--- config.mk ---
export PLATFORM = sky130hd
export DESIGN_NAME = decoder_seq_flat
export DESIGN_NICKNAME = d
export VERILOG_FILES = /design/src/rtl/decoder_pkg.sv /design/src/rtl/decoder_seq_if.sv /design/src/rtl/dwell_timer.sv /design/src/rtl/decoder_seq.sv /design/src/flat_wrapper.sv
export SDC_FILE = /design/constraint.sdc
export NUM_CORES = 1
export LEC_CHECK = 0
export ABC_AREA = 1
export BUFFER_PORTS_ARGS = -buffer_cell sky130_fd_sc_hd__clkbuf_2
export CORE_UTILIZATION = 55
export DETAILED_ROUTE_END_ITERATION = 8
export GPL_TIMING_DRIVEN = 1
export PLACE_DENSITY_LB_ADDON = 0.2
export SETUP_SLACK_MARGIN = 0.3
export SYNTH_ARGS = -nofsm -noshare
export SYNTH_HDL_FRONTEND = slang
export SYNTH_SLANG_ARGS = --single-unit
--- constraint.sdc ---
create_clock -name clk -period 3.8 [get_ports clk]
set_clock_uncertainty 0.1 [all_clocks]
set_input_delay 0.38 -clock clk [delete_from_list [all_inputs] [get_ports clk]]
set_output_delay 0.38 -clock clk [all_outputs]
set_load 0.01 [all_outputs]
--- src/rtl/decoder_pkg.sv ---
// rtl/decoder_pkg.sv - shared mode and state encodings for decoder_seq
package decoder_pkg;

   // Operating mode selected by the mode input
   typedef enum logic [1:0] {
      MODE_DIRECT = 2'b00,
      MODE_SCAN   = 2'b01,
      MODE_SWEEP  = 2'b10,
      MODE_OFF    = 2'b11
   } mode_t;

   // Sequencer states; direct and off modes both live in ST_IDLE
   typedef enum logic [1:0] {
      ST_IDLE  = 2'b00,
      ST_SCAN  = 2'b01,
      ST_SWEEP = 2'b10
   } state_t;

endpackage

--- src/rtl/decoder_seq_if.sv ---
// rtl/decoder_seq_if.sv - control and decode bundle between a driver and decoder_seq
interface decoder_seq_if
   import decoder_pkg::*;
#(
   parameter int N = 3
) ();

   logic              en;
   mode_t             mode;
   logic [N-1:0]      a;
   logic              start;
   logic [(1<<N)-1:0] b;
   logic [N-1:0]      idx;
   logic              busy;
   logic              done;
   logic              wrap;

   modport master (
      output en, mode, a, start,
      input  b, idx, busy, done, wrap
   );

   modport slave (
      input  en, mode, a, start,
      output b, idx, busy, done, wrap
   );

endinterface

--- src/rtl/dwell_timer.sv ---
// rtl/dwell_timer.sv - per-position hold counter for the scan and sweep modes
module dwell_timer #(
   parameter int DWELL = 1
) (
   input  logic clk,
   input  logic rst,
   input  logic load,
   input  logic en,
   output logic expire
);

   localparam int CW = $clog2(DWELL + 1);

   logic [CW-1:0] cnt_q;

   // Expiry marks the last enabled cycle of the current position
   assign expire = (cnt_q == CW'(DWELL - 1));

   // Count enabled cycles, wrapping to zero on expiry; load restarts a position
   always_ff @(posedge clk) begin
      if (rst || load) begin
         cnt_q <= '0;
      end else if (en) begin
         cnt_q <= expire ? '0 : cnt_q + CW'(1);
      end
   end

endmodule

--- src/rtl/decoder_seq.sv ---
// rtl/decoder_seq.sv - registered one-hot decoder with direct, scan and sweep modes
module decoder_seq
   import decoder_pkg::*;
#(
   parameter int N     = 3,
   parameter int DWELL = 1
) (
   input logic        clk,
   input logic        rst,
   decoder_seq_if.slave bus
);

   localparam int W = 1 << N;

   state_t         state_q, state_d;
   logic [N-1:0]   idx_q, idx_d;
   logic [W-1:0]   b_q, b_d;
   logic           busy_q, busy_d;
   logic           done_q, done_d;
   logic           wrap_q, wrap_d;
   logic           drive;
   logic           tmr_load, tmr_en, tmr_expire;
   logic           at_last;

   dwell_timer #(.DWELL(DWELL)) u_dwell (
      .clk    (clk),
      .rst    (rst),
      .load   (tmr_load),
      .en     (tmr_en),
      .expire (tmr_expire)
   );

   assign at_last = (idx_q == {N{1'b1}});

   // Next-state, next-index and pulse decisions; b is only derived from idx_d
   always_comb begin
      state_d  = state_q;
      idx_d    = idx_q;
      busy_d   = busy_q;
      done_d   = 1'b0;
      wrap_d   = 1'b0;
      drive    = 1'b0;
      tmr_load = 1'b0;
      tmr_en   = 1'b0;
      if (bus.en) begin
         case (state_q)
            ST_IDLE: begin
               case (bus.mode)
                  MODE_DIRECT: begin
                     idx_d = bus.a;
                     drive = 1'b1;
                  end
                  MODE_SCAN: begin
                     state_d  = ST_SCAN;
                     idx_d    = '0;
                     drive    = 1'b1;
                     tmr_load = 1'b1;
                  end
                  MODE_SWEEP: begin
                     if (bus.start) begin
                        state_d  = ST_SWEEP;
                        idx_d    = '0;
                        busy_d   = 1'b1;
                        drive    = 1'b1;
                        tmr_load = 1'b1;
                     end
                  end
                  default: ;
               endcase
            end
            ST_SCAN: begin
               if (bus.mode != MODE_SCAN) begin
                  state_d = ST_IDLE;
               end else begin
                  tmr_en = 1'b1;
                  drive  = 1'b1;
                  if (tmr_expire) begin
                     idx_d  = idx_q + N'(1);
                     wrap_d = at_last;
                  end
               end
            end
            ST_SWEEP: begin
               if (bus.mode != MODE_SWEEP) begin
                  state_d = ST_IDLE;
                  busy_d  = 1'b0;
               end else begin
                  tmr_en = 1'b1;
                  if (tmr_expire && at_last) begin
                     state_d = ST_IDLE;
                     busy_d  = 1'b0;
                     done_d  = 1'b1;
                     idx_d   = '0;
                  end else begin
                     drive = 1'b1;
                     if (tmr_expire) begin
                        idx_d = idx_q + N'(1);
                     end
                  end
               end
            end
            default: state_d = ST_IDLE;
         endcase
      end
   end

   assign b_d = drive ? (W'(1) << idx_d) : '0;

   // State and output registers; reset wins over every other input
   always_ff @(posedge clk) begin
      if (rst) begin
         state_q <= ST_IDLE;
         idx_q   <= '0;
         b_q     <= '0;
         busy_q  <= 1'b0;
         done_q  <= 1'b0;
         wrap_q  <= 1'b0;
      end else begin
         state_q <= state_d;
         idx_q   <= idx_d;
         b_q     <= b_d;
         busy_q  <= busy_d;
         done_q  <= done_d;
         wrap_q  <= wrap_d;
      end
   end

   assign bus.b    = b_q;
   assign bus.idx  = idx_q;
   assign bus.busy = busy_q;
   assign bus.done = done_q;
   assign bus.wrap = wrap_q;

endmodule

--- src/flat_wrapper.sv ---
// flat-port wrapper written by rule: the top's interface ports become plain ports
module decoder_seq_flat import decoder_pkg::*;
#(
   parameter int N     = 3,
   parameter int DWELL = 1
)
  (clk, rst, bus_en, bus_mode, bus_a, bus_start, bus_b, bus_idx, bus_busy, bus_done, bus_wrap);
  decoder_seq_if #(.N(N)) bus_i ();
  input logic clk;
  input logic rst;
  input wire logic [$bits(bus_i.en)-1:0] bus_en;
  input wire logic [$bits(bus_i.mode)-1:0] bus_mode;
  input wire logic [$bits(bus_i.a)-1:0] bus_a;
  input wire logic [$bits(bus_i.start)-1:0] bus_start;
  output wire logic [$bits(bus_i.b)-1:0] bus_b;
  output wire logic [$bits(bus_i.idx)-1:0] bus_idx;
  output wire logic [$bits(bus_i.busy)-1:0] bus_busy;
  output wire logic [$bits(bus_i.done)-1:0] bus_done;
  output wire logic [$bits(bus_i.wrap)-1:0] bus_wrap;
  assign bus_i.en = bus_en;
  assign bus_i.mode = bus_mode;
  assign bus_i.a = bus_a;
  assign bus_i.start = bus_start;
  assign bus_b = bus_i.b;
  assign bus_idx = bus_i.idx;
  assign bus_busy = bus_i.busy;
  assign bus_done = bus_i.done;
  assign bus_wrap = bus_i.wrap;
  decoder_seq #(.N(N), .DWELL(DWELL)) u_core (.clk(clk), .rst(rst), .bus(bus_i));
endmodule
==> flow_metrics.py, run 1 <==
metrics = {
    "logic_synthesis": {
        "netlist_instances": 136,
        "synth_cell_types": 18,
        "yosysWarningCount": 0,
        "post-synth-top-area-fraction_pct": 35.4,
        "syn_area_per_cell_um2": 6.65,
        "netlist_area_um2": 905,
        "mappedNetlistNets": 151,
        "part_of_the_yosys_area_used_for_sequential_elements_pct": 35.4,
        "synth.ff_latch_count": 16,
        "yosys.area.top_type": "dfxtp_1",
        "synth_area_leaders": "dfxtp_1 (35%), nand2_1 (19%), ha_1 (8.3%)",
    },
    "placement": {
        "dpl.hpwl_um": 1580,
        "place_ws_ns": 1.88,
        "place.port_buffers": 22,
        "finalWeightedCongestion": 0.887,
    },
    "detailed_routing": {
        "vias": 897,
        "drt_drc_violations_left": 0,
        "drtPass1Iterations": 4,
        "drt_antenna_net_count": 0,
        "first_iter_violations": 26,
        "route.final.wire_length_um": 1930,
        "average_wire_per_standard_cell_um": 10.9,
        "routed_via_density": 5.04,
    },
    "grt": {
        "grt_pass1_vias": 809,
        "track_usage_pct": 24.5,
        "grt_first_pass_wirelength_um": 3360,
        "antenna_found_initial": 0,
        "grt.overflow.total": 0,
        "grt_max_degree": 10,
    },
    "clock_network": {
        "ctsResizeCount": 0,
        "cts-buffers-inserted": 3,
        "cts.reportedPaths.clkPinSlew_ns": 0.09,
        "cts_buffer_depth": 2,
        "post-cts-setup-buffer-count": 0,
        "clock_sinks": 16,
        "holdBufCountCts": 0,
        "clockRootBuffer": "clkbuf_4",
        "cts_tree": "built",
        "htree_levels": 1,
        "clkLatencyLatePin_ns": 0.29,
    },
    "flow_run": {
        "max_cap_violations": 0,
    },
    "floorplanning": {
        "die_area_um2": 1810,
        "core_area_um2": 1520,
        "row_count": 14,
        "die_h_um": 42.6,
        "die_w_um": 42.6,
        "start_util_pct": 59.4,
        "boundaryPins": 23,
    },
    "power_and_ir_drop": {
        "leakage_uw": 0.000566,
        "p_per_cell_area_nw_per_um2": 362,
        "peakVddDrop_mv": 0.217,
    },
    "timing": {
        "maxSlewViolCount": 0,
        "worstMarginPinSlew_ns": 0.253,
        "setup_total_negative_slack_ns": 0,
        "hold_viol": 0,
        "max_clock_freq_ghz": 0.553,
        "period_minus_slack_ns": 1.81,
        "min_period_over_period_pct": 47.6,
        "rsz0062_at_grt": "no",
        "slew_headroom_pct": 83.0,
        "worst_slack_ns": 1.99,
        "setup_violations": 0,
    },
    "setup_path": {
        "worst-setup-path-type": "reg -> reg",
        "worst_setup_path_start_kind": "flop",
        "crit_arrival_ns": 1.89,
        "critical_path.endpoint_type": "flop",
        "critical_path_required_ns": 3.88,
        "critical_path.max_fanout": 5,
    },
    "cells_and_area": {
        "layout-drive-gt1-share_pct": 26.5,
        "area_growth_pct": 18.4,
        "antennaDiodeCount": 0,
        "nNetsFinal": 178,
    },
    "run_status": {
        "status": "finished clean",
    },
    "worst_hold_path": {
        "timing.hold.worst.class": "in -> reg",
    },
}
-- synth_stat cells --
cell,count
a21oi_4,1
o21ai_0,2
ha_1,6
a21oi_1,3
dfxtp_1,16
nand2_4,1
inv_1,16
nand3_1,10
nor2_1,18
a211oi_1,1
nand3_2,1
nand4_1,1
nand2_1,45
nor2_2,3
nor3_1,1
nand2_2,6
inv_2,4
nor3_2,1
-- layer usage --
layer | track usage (%) | up-vias | share of wire, %
met4 | 8.13 | 0 | 0.62
met1 | 32.6 | 393 | 47
met2 | 38.5 | 33 | 46
met3 | 6.47 | 2 | 5.9
met5 | 0 | - | 0
li1 | - | 469 | -
-- placed cells by master, fill, tap and decap left out --
cell type   n
ha_1        6
nor3_1      1
nand2_1    45
nand3_1    10
inv_2       4
nand2_2     6
clkbuf_2   22
a21oi_4     1
a211oi_1    1
a21oi_1     3
clkbuf_8    1
dfxtp_1    16
nor2_1     18
nand2_4     1
o21ai_0     2
inv_1      16
nand3_2     1
clkbuf_4    3
nor3_2      1
nor2_2      3
nand4_1     1
-- sequential cells by signal, indices dropped and copies added, names as in the netlist --
signal / count
u_core.bus.b: 8
u_core.bus.idx: 3
u_core.state_q: 2
u_core.bus.busy: 1
u_core.bus.done: 1
u_core.bus.wrap: 1
-- cell type report --
class                   count  area, um^2
clock buffers               4        36.3
fillers                   134         453
inverters                  20        75.1
multi-input cells         100         509
flip-flops and latches     16         320
well taps                  16        20.0
repair buffers             22         110
-- stage by stage --
stage | utilization [%] | total power [uW] | area [um^2] | instances | hold slack, ns
6_report | 70.3 | 388 | 1070 | 178 | 0.220
4_1_cts | 70.3 | 387 | 1070 | 178 | 0.221
2_1_floorplan | - | 254 | 905 | 136 | 0.349
5_1_grt | 70.3 | 410 | 1070 | 178 | 0.215
3_5_place_dp | 67.9 | 280 | 1030 | 174 | 0.370
3_3_place_gp | 67.9 | 277 | 1030 | 174 | 0.350
-- cells by family (layout without fill, tap and decap cells) --
group / after synthesis / in the layout / synth area share, %
flops: 16 / 16 / 35.4
simple gates: 87 / 87 / 42.6
fa+ha+maj: 6 / 6 / 8.30
compound gates: 7 / 7 / 5.39
buf+inv: 20 / 46 / 8.30
-- worst max-delay path, stage by stage, from the launching register on --
cell and delay (ns):
dfxtp_1 0.42, ha_1 0.18, ha_1 0.22, nor2_2 0.06, nand2_2 0.09, nand2_4 0.07, nor3_2 0.24, o21ai_0 0.16
nand2_1 0.10, nor2_1 0.04
-- path summary, 6_finish.rpt --
path | slack, ns | from | depth (start not counted) | to
setup / recovery | 1.99 | u_core.bus.idx[1] | 9 | u_core.state_q[1]
hold / removal | 0.22 | rst | 2 | u_core.bus.idx[2]
setup reg to reg | 1.99 | u_core.bus.idx[1] | 9 | u_core.state_q[1]
hold reg to reg | 0.38 | u_core.bus.busy | 2 | u_core.bus.busy
-- power breakdown --
part	internal (uW)	switching (uW)
Combinational	32.2	64.1
Clock	58.4	51.1
Sequential	174	7.96
Total	265	123
No activity file was read; power rests on OpenSTA's default activity.
==> inputs of run 2 (changes only) <==
--- a/config.mk
+++ b/config.mk
@@ -7,7 +7,7 @@
 export LEC_CHECK = 0
 export ABC_AREA = 1
 export BUFFER_PORTS_ARGS = -buffer_cell sky130_fd_sc_hd__clkbuf_2
-export CORE_UTILIZATION = 55
+export CORE_UTILIZATION = 51
 export DETAILED_ROUTE_END_ITERATION = 8
 export GPL_TIMING_DRIVEN = 1
 export PLACE_DENSITY_LB_ADDON = 0.2
==> constraint.sdc (replaced) <==
create_clock -name clk -period 1.9 [get_ports clk]
set_clock_uncertainty 0.1 [all_clocks]
set_input_delay 0.19 -clock clk [delete_from_list [all_inputs] [get_ports clk]]
set_output_delay 0.19 -clock clk [all_outputs]
set_load 0.01 [all_outputs]
==> run 2 against run 1 <==
Against the previous run:
- sequential power rose by 100%
- final cell count rose by 2.8%
- wire length rose by 18%
==> flow_metrics.py, run 2 (synthesis results as in run 1) <==
metrics = {
    "floorplanning": {
        "core_area_um2": 1580,
        "row_count": 14,
        "start_util_pct": 57.4,
        "boundaryPins": 23,
        "die_area_um2": 1950,
        "die_w_um": 44.1,
        "die_h_um": 44.1,
    },
    "detailed_routing": {
        "route.final.wire_length_um": 2290,
        "routed_via_density": 5.22,
        "drt_drc_violations_left": 0,
        "average_wire_per_standard_cell_um": 12.5,
        "vias": 955,
        "drt_antenna_net_count": 0,
        "drtPass1Iterations": 6,
        "first_iter_violations": 49,
    },
    "setup_path": {
        "critical_path_required_ns": 2.00,
        "worst_setup_path_start_kind": "flop",
        "critical_path.endpoint_type": "flop",
        "crit_arrival_ns": 1.75,
        "worst-setup-path-type": "reg -> reg",
        "critical_path.max_fanout": 4,
    },
    "clock_network": {
        "cts_tree": "built",
        "holdBufCountCts": 0,
        "clockRootBuffer": "clkbuf_4",
        "cts.reportedPaths.clkPinSlew_ns": 0.10,
        "clock_sinks": 16,
        "cts_buffer_depth": 2,
        "htree_levels": 1,
        "cts-buffers-inserted": 3,
        "clkLatencyLatePin_ns": 0.29,
    },
    "timing": {
        "setup_total_negative_slack_ns": 0,
        "hold_viol": 0,
        "slew_headroom_pct": 78.7,
        "min_period_over_period_pct": 86.7,
        "setup_violations": 0,
        "worstMarginPinSlew_ns": 0.319,
        "maxSlewViolCount": 0,
        "worst_slack_ns": 0.252,
        "whs_ns": 0.0352,
        "period_minus_slack_ns": 1.65,
        "rsz0062_at_grt": "yes",
        "max_clock_freq_ghz": 0.607,
    },
    "grt": {
        "grt_pass1_vias": 833,
        "grt.overflow.total": 0,
        "grt_first_pass_wirelength_um": 3520,
        "antenna_found_initial": 0,
        "grt_max_degree": 10,
        "track_usage_pct": 25.2,
    },
    "power_and_ir_drop": {
        "peakVddDrop_mv": 0.531,
        "leakage_uw": 0.000588,
        "p_per_cell_area_nw_per_um2": 698,
        "totalPowerFinal_uw": 813,
    },
    "cells_and_area": {
        "antennaDiodeCount": 0,
        "multi_input_comb_area_um2": 561,
        "final_core_utilization_pct": 73.9,
        "layout-drive-gt1-share_pct": 35.3,
        "final-seq-area_um2": 325,
        "area_growth_pct": 28.8,
        "nNetsFinal": 183,
        "max_reg_flops": 8,
        "layout.filler_cells": 130,
        "final_cell_mix": "nand2_1 (40), clkbuf_2 (22), nor2_1 (17)",
        "most_frequent_standard_cell_in_the_layout_excluding_fill_and_tap_cells": "nand2_1",
    },
    "run_status": {
        "status": "finished clean",
    },
    "placement": {
        "finalWeightedCongestion": 0.888,
        "place_ws_ns": 0.157,
        "place.port_buffers": 22,
        "dpl.hpwl_um": 1600,
    },
    "flow_run": {
        "max_cap_violations": 0,
    },
    "worst_hold_path": {
        "timing.hold.worst.class": "in -> reg",
    },
}
[run 2: where the power goes]
| part | switching [uW] | leakage, uW | total [uW] | internal (uW) |
|---|---|---|---|---|
| registers | 15.3 | 0.000131 | 365 | 349 |
| logic | 144 | 0.000436 | 221 | 77.4 |
| clock network | 111 | 0.0000210 | 227 | 117 |
[run 2: worst paths after layout]
| path | startpoint | end | slack [ns] | cells past startpoint |
|---|---|---|---|---|
| worst min register to register | u_core.bus.busy | u_core.bus.busy | 0.36 | 2 |
| worst max register to register | u_core.bus.idx[1] | u_core.bus.b[4] | 0.25 | 12 |
| worst max-delay path | u_core.bus.idx[1] | u_core.bus.b[4] | 0.25 | 12 |
| worst min-delay path | rst | u_core.bus.idx[1] | 0.04 | 2 |
[run 2: layer usage]
layer	share of wire [%]	wire length [um]	track usage (%)
met1	43	986	30.2
met4	1.9	44	11.5
met5	0	0	0
met3	8.7	198	7.76
met2	46	1060	41.2
[run 2: area by class of cell]
cell class / count / share of cell area (%)
inverter: 20 / 6.44
sequential: 16 / 27.9
clock buffer: 4 / 3.11
timing repair buffer: 27 / 12.7
tap: 16 / 1.72
multi-input combinational: 100 / 48.1
[run 2: stage by stage]
step,instance area [um^2],instances
floorplan,905,136
global placement,1030,174
detailed placement,1030,174
CTS,1140,182
global route,1160,183
finish,1160,183
[run 2: critical path: stages (launching register included)]
cell,delay [ns]
dfxtp_4,0.37
ha_4,0.16
ha_4,0.17
nor2_4,0.08
nand2_2,0.08
nand2_4,0.11
nand2_2,0.06
nand2_1,0.06
nand2_1,0.07
nand2_2,0.11
inv_2,0.06
nand2_1,0.07
nor2_1,0.05
[run 2: repair_timing]
action                                  CTS  global route
setup buffers                             4             1
gates resized for setup                   9             7
endpoints found under the setup margin   11            10
pin swaps                                 4             3
==> inputs of run 3 (changes only) <==
--- a/config.mk
+++ b/config.mk
@@ -10,7 +10,7 @@
 export CORE_UTILIZATION = 51
 export DETAILED_ROUTE_END_ITERATION = 8
 export GPL_TIMING_DRIVEN = 1
-export PLACE_DENSITY_LB_ADDON = 0.2
+export PLACE_DENSITY = 0.77
 export SETUP_SLACK_MARGIN = 0.3
 export SYNTH_ARGS = -nofsm -noshare
 export SYNTH_HDL_FRONTEND = slang
==> constraint.sdc (replaced) <==
create_clock -name clk -period 1.9 [get_ports clk]
set_clock_uncertainty 0.1 [all_clocks]
set_input_delay 0.095 -clock clk [delete_from_list [all_inputs] [get_ports clk]]
set_output_delay 0.095 -clock clk [all_outputs]
set_load 0.01 [all_outputs]
==> run 3 against run 2 <==
Against the previous run:
- the run now ends with DRC left
- fmax grew 1.9%
- critical path depth is the same
- flip-flop and latch count is the same
- critical path type unchanged
==> flow_metrics.py, run 3 (synthesis results as in run 1) <==
metrics = {
    "run_status": {
        "status": "finished with violations",
        "failed_checks": "DRC",
    },
    "setup_path": {
        "critical_path.cell_chain": "ha_4 -> ha_4 -> nor2_4 -> nand2_2 -> nand2_4 -> nand2_2 -> nand2_1 -> nand2_1 -> nand2_2 -> inv_2 -> nand2_2 -> nor2_1",
        "rr_startpoint": "u_core.bus.idx[1]",
        "endpoint": "u_core.bus.b[6]",
        "critical_path.max_fanout": 4,
        "r2r-end": "u_core.bus.b[6]",
        "reg2reg_setup_slack_ns": 0.28,
        "crit_arrival_ns": 1.71,
        "critical_path.n_buffers_inverters": 1,
        "path_common_cell": "nand2_2",
        "critical_path_required_ns": 1.99,
        "timing.reg2reg.worst_path_depth": 12,
        "worst_setup_path_start_kind": "flop",
        "critical_path.endpoint_type": "flop",
        "setup.worst_path.start": "u_core.bus.idx[1]",
        "critical_path_depth": 12,
        "critPathTopFamily": "simple AND/OR/NAND/NOR gates",
        "crit_slowest_cell": "dfxtp_4",
        "worst-setup-path-type": "reg -> reg",
        "slowest_delay_ns": 0.36,
    },
    "cells_and_area": {
        "multi_input_comb_area_um2": 578,
        "area_growth_pct": 30.4,
        "most_frequent_standard_cell_in_the_layout_excluding_fill_and_tap_cells": "nand2_1",
        "nNetsFinal": 182,
        "layout.filler_cells": 120,
        "max_reg_flops": 8,
        "antennaDiodeCount": 0,
        "final_cell_mix": "nand2_1 (38), clkbuf_2 (22), inv_1 (15)",
        "layout-drive-gt1-share_pct": 39.2,
        "final-seq-area_um2": 328,
    },
    "clock_network": {
        "cts_tree": "built",
        "clkLatencyLatePin_ns": 0.29,
        "cts.reportedPaths.clkPinSlew_ns": 0.10,
        "clockRootBuffer": "clkbuf_4",
        "cts_buffer_depth": 2,
        "cts-buffers-inserted": 3,
        "htree_levels": 1,
        "clock_sinks": 16,
    },
    "placement": {
        "place_ws_ns": 0.228,
        "place.port_buffers": 22,
        "finalWeightedCongestion": 0.898,
        "dpl.hpwl_um": 1660,
    },
    "power_and_ir_drop": {
        "p_per_cell_area_nw_per_um2": 699,
        "power.net_switching_uw": 275,
        "p_seq_share_pct": 44.4,
        "power_switching_share_pct": 33.4,
        "intPower_uw": 550,
        "combPwrFrac_pct": 27.9,
        "leakage_uw": 0.000586,
        "peakVddDrop_mv": 0.380,
        "power_frac_clock_pct": 27.7,
    },
    "timing": {
        "slew_headroom_pct": 79.2,
        "min_period_over_period_pct": 85.1,
        "rsz0062_at_grt": "yes",
        "worst_slack_ns": 0.283,
        "period_minus_slack_ns": 1.62,
        "hold_viol": 0,
        "maxSlewViolCount": 0,
        "max_clock_freq_ghz": 0.618,
        "setup_total_negative_slack_ns": 0,
        "worstMarginPinSlew_ns": 0.311,
        "setup_violations": 0,
    },
    "floorplanning": {
        "die_h_um": 44.1,
        "die_w_um": 44.1,
        "start_util_pct": 57.4,
        "core_area_um2": 1580,
        "boundaryPins": 23,
        "die_area_um2": 1950,
        "row_count": 14,
    },
    "detailed_routing": {
        "routed_via_density": 5.38,
        "drtPass1Iterations": 6,
        "drt_antenna_net_count": 0,
        "vias": 979,
        "route.final.wire_length_um": 2320,
        "first_iter_violations": 44,
        "average_wire_per_standard_cell_um": 12.8,
        "drt_drc_violations_left": 2,
    },
    "grt": {
        "grt_first_pass_wirelength_um": 3650,
        "antenna_found_initial": 0,
        "grt_max_degree": 10,
        "grt.overflow.total": 0,
        "grt_pass1_vias": 805,
        "track_usage_pct": 26.2,
    },
    "flow_run": {
        "max_cap_violations": 0,
    },
    "worst_hold_path": {
        "timing.hold.worst.class": "in -> reg",
    },
}
[run 3: worst min-delay path, stage by stage]
cell and delay [ns]:
clkbuf_2 0.10, nand3_1 0.11, nor2_1 0.05
[run 3: how the worst min path moves through the flow]
stage               cells past startpoint               to   start  slack [ns]
CTS                                     3  u_core.bus.done  bus_en       0.002
global placement                        2  u_core.bus.busy     rst        0.24
detailed placement                      2  u_core.bus.busy     rst        0.25
global route                            3  u_core.bus.wrap  bus_en       0.005
floorplan                               1  u_core.bus.busy     rst        0.06
finish                                  3  u_core.bus.done  bus_en       0.002
[run 3: final cells by class]
cell class	count	share of cell area (%)
clock buffer	4	3.08
timing repair buffer	26	12.1
inverter	20	6.36
sequential	16	27.8
tap	16	1.70
multi-input combinational	100	49.0
[run 3: routing by layer]
| metal | GRT usage, % | wire length, um | vias up |
|---|---|---|---|
| met4 | 9.09 | 44 | 0 |
| li1 | - | - | 477 |
| met5 | 0 | 0 | - |
| met3 | 6.12 | 183 | 6 |
| met1 | 34.2 | 1000 | 443 |
| met2 | 42.4 | 1090 | 53 |
[run 3: repair_timing]
action                                 CTS  global route
pin swaps                                3             8
hold buffers                             1             0
resized for setup                        7            17
cloned                                   0             0
setup endpoints to repair               11            12
endpoints found under the hold margin    4             0
buffers inserted                         2             1
[run 3: stage by stage]
step	total power, uW	std cells	hold slack [ns]	area [um^2]	utilization [%]
after floorplan	508	136	0.0641	905	-
after global placement	555	174	0.244	1030	65.6
after detailed placement	560	174	0.249	1030	65.6
after CTS	794	181	0.00213	1110	70.3
after global routing	869	182	0.00521	1180	74.8
final	825	182	0.00180	1180	74.8
[run 3: power groups by stage]
stage | clock network, uW | registers [uW] | logic, uW
2_1_floorplan | 0 | 373 | 135
3_5_place_dp | 0 | 372 | 189
4_1_cts | 230 | 362 | 202
3_3_place_gp | 0 | 372 | 183
6_report | 228 | 366 | 231
5_1_grt | 246 | 368 | 255
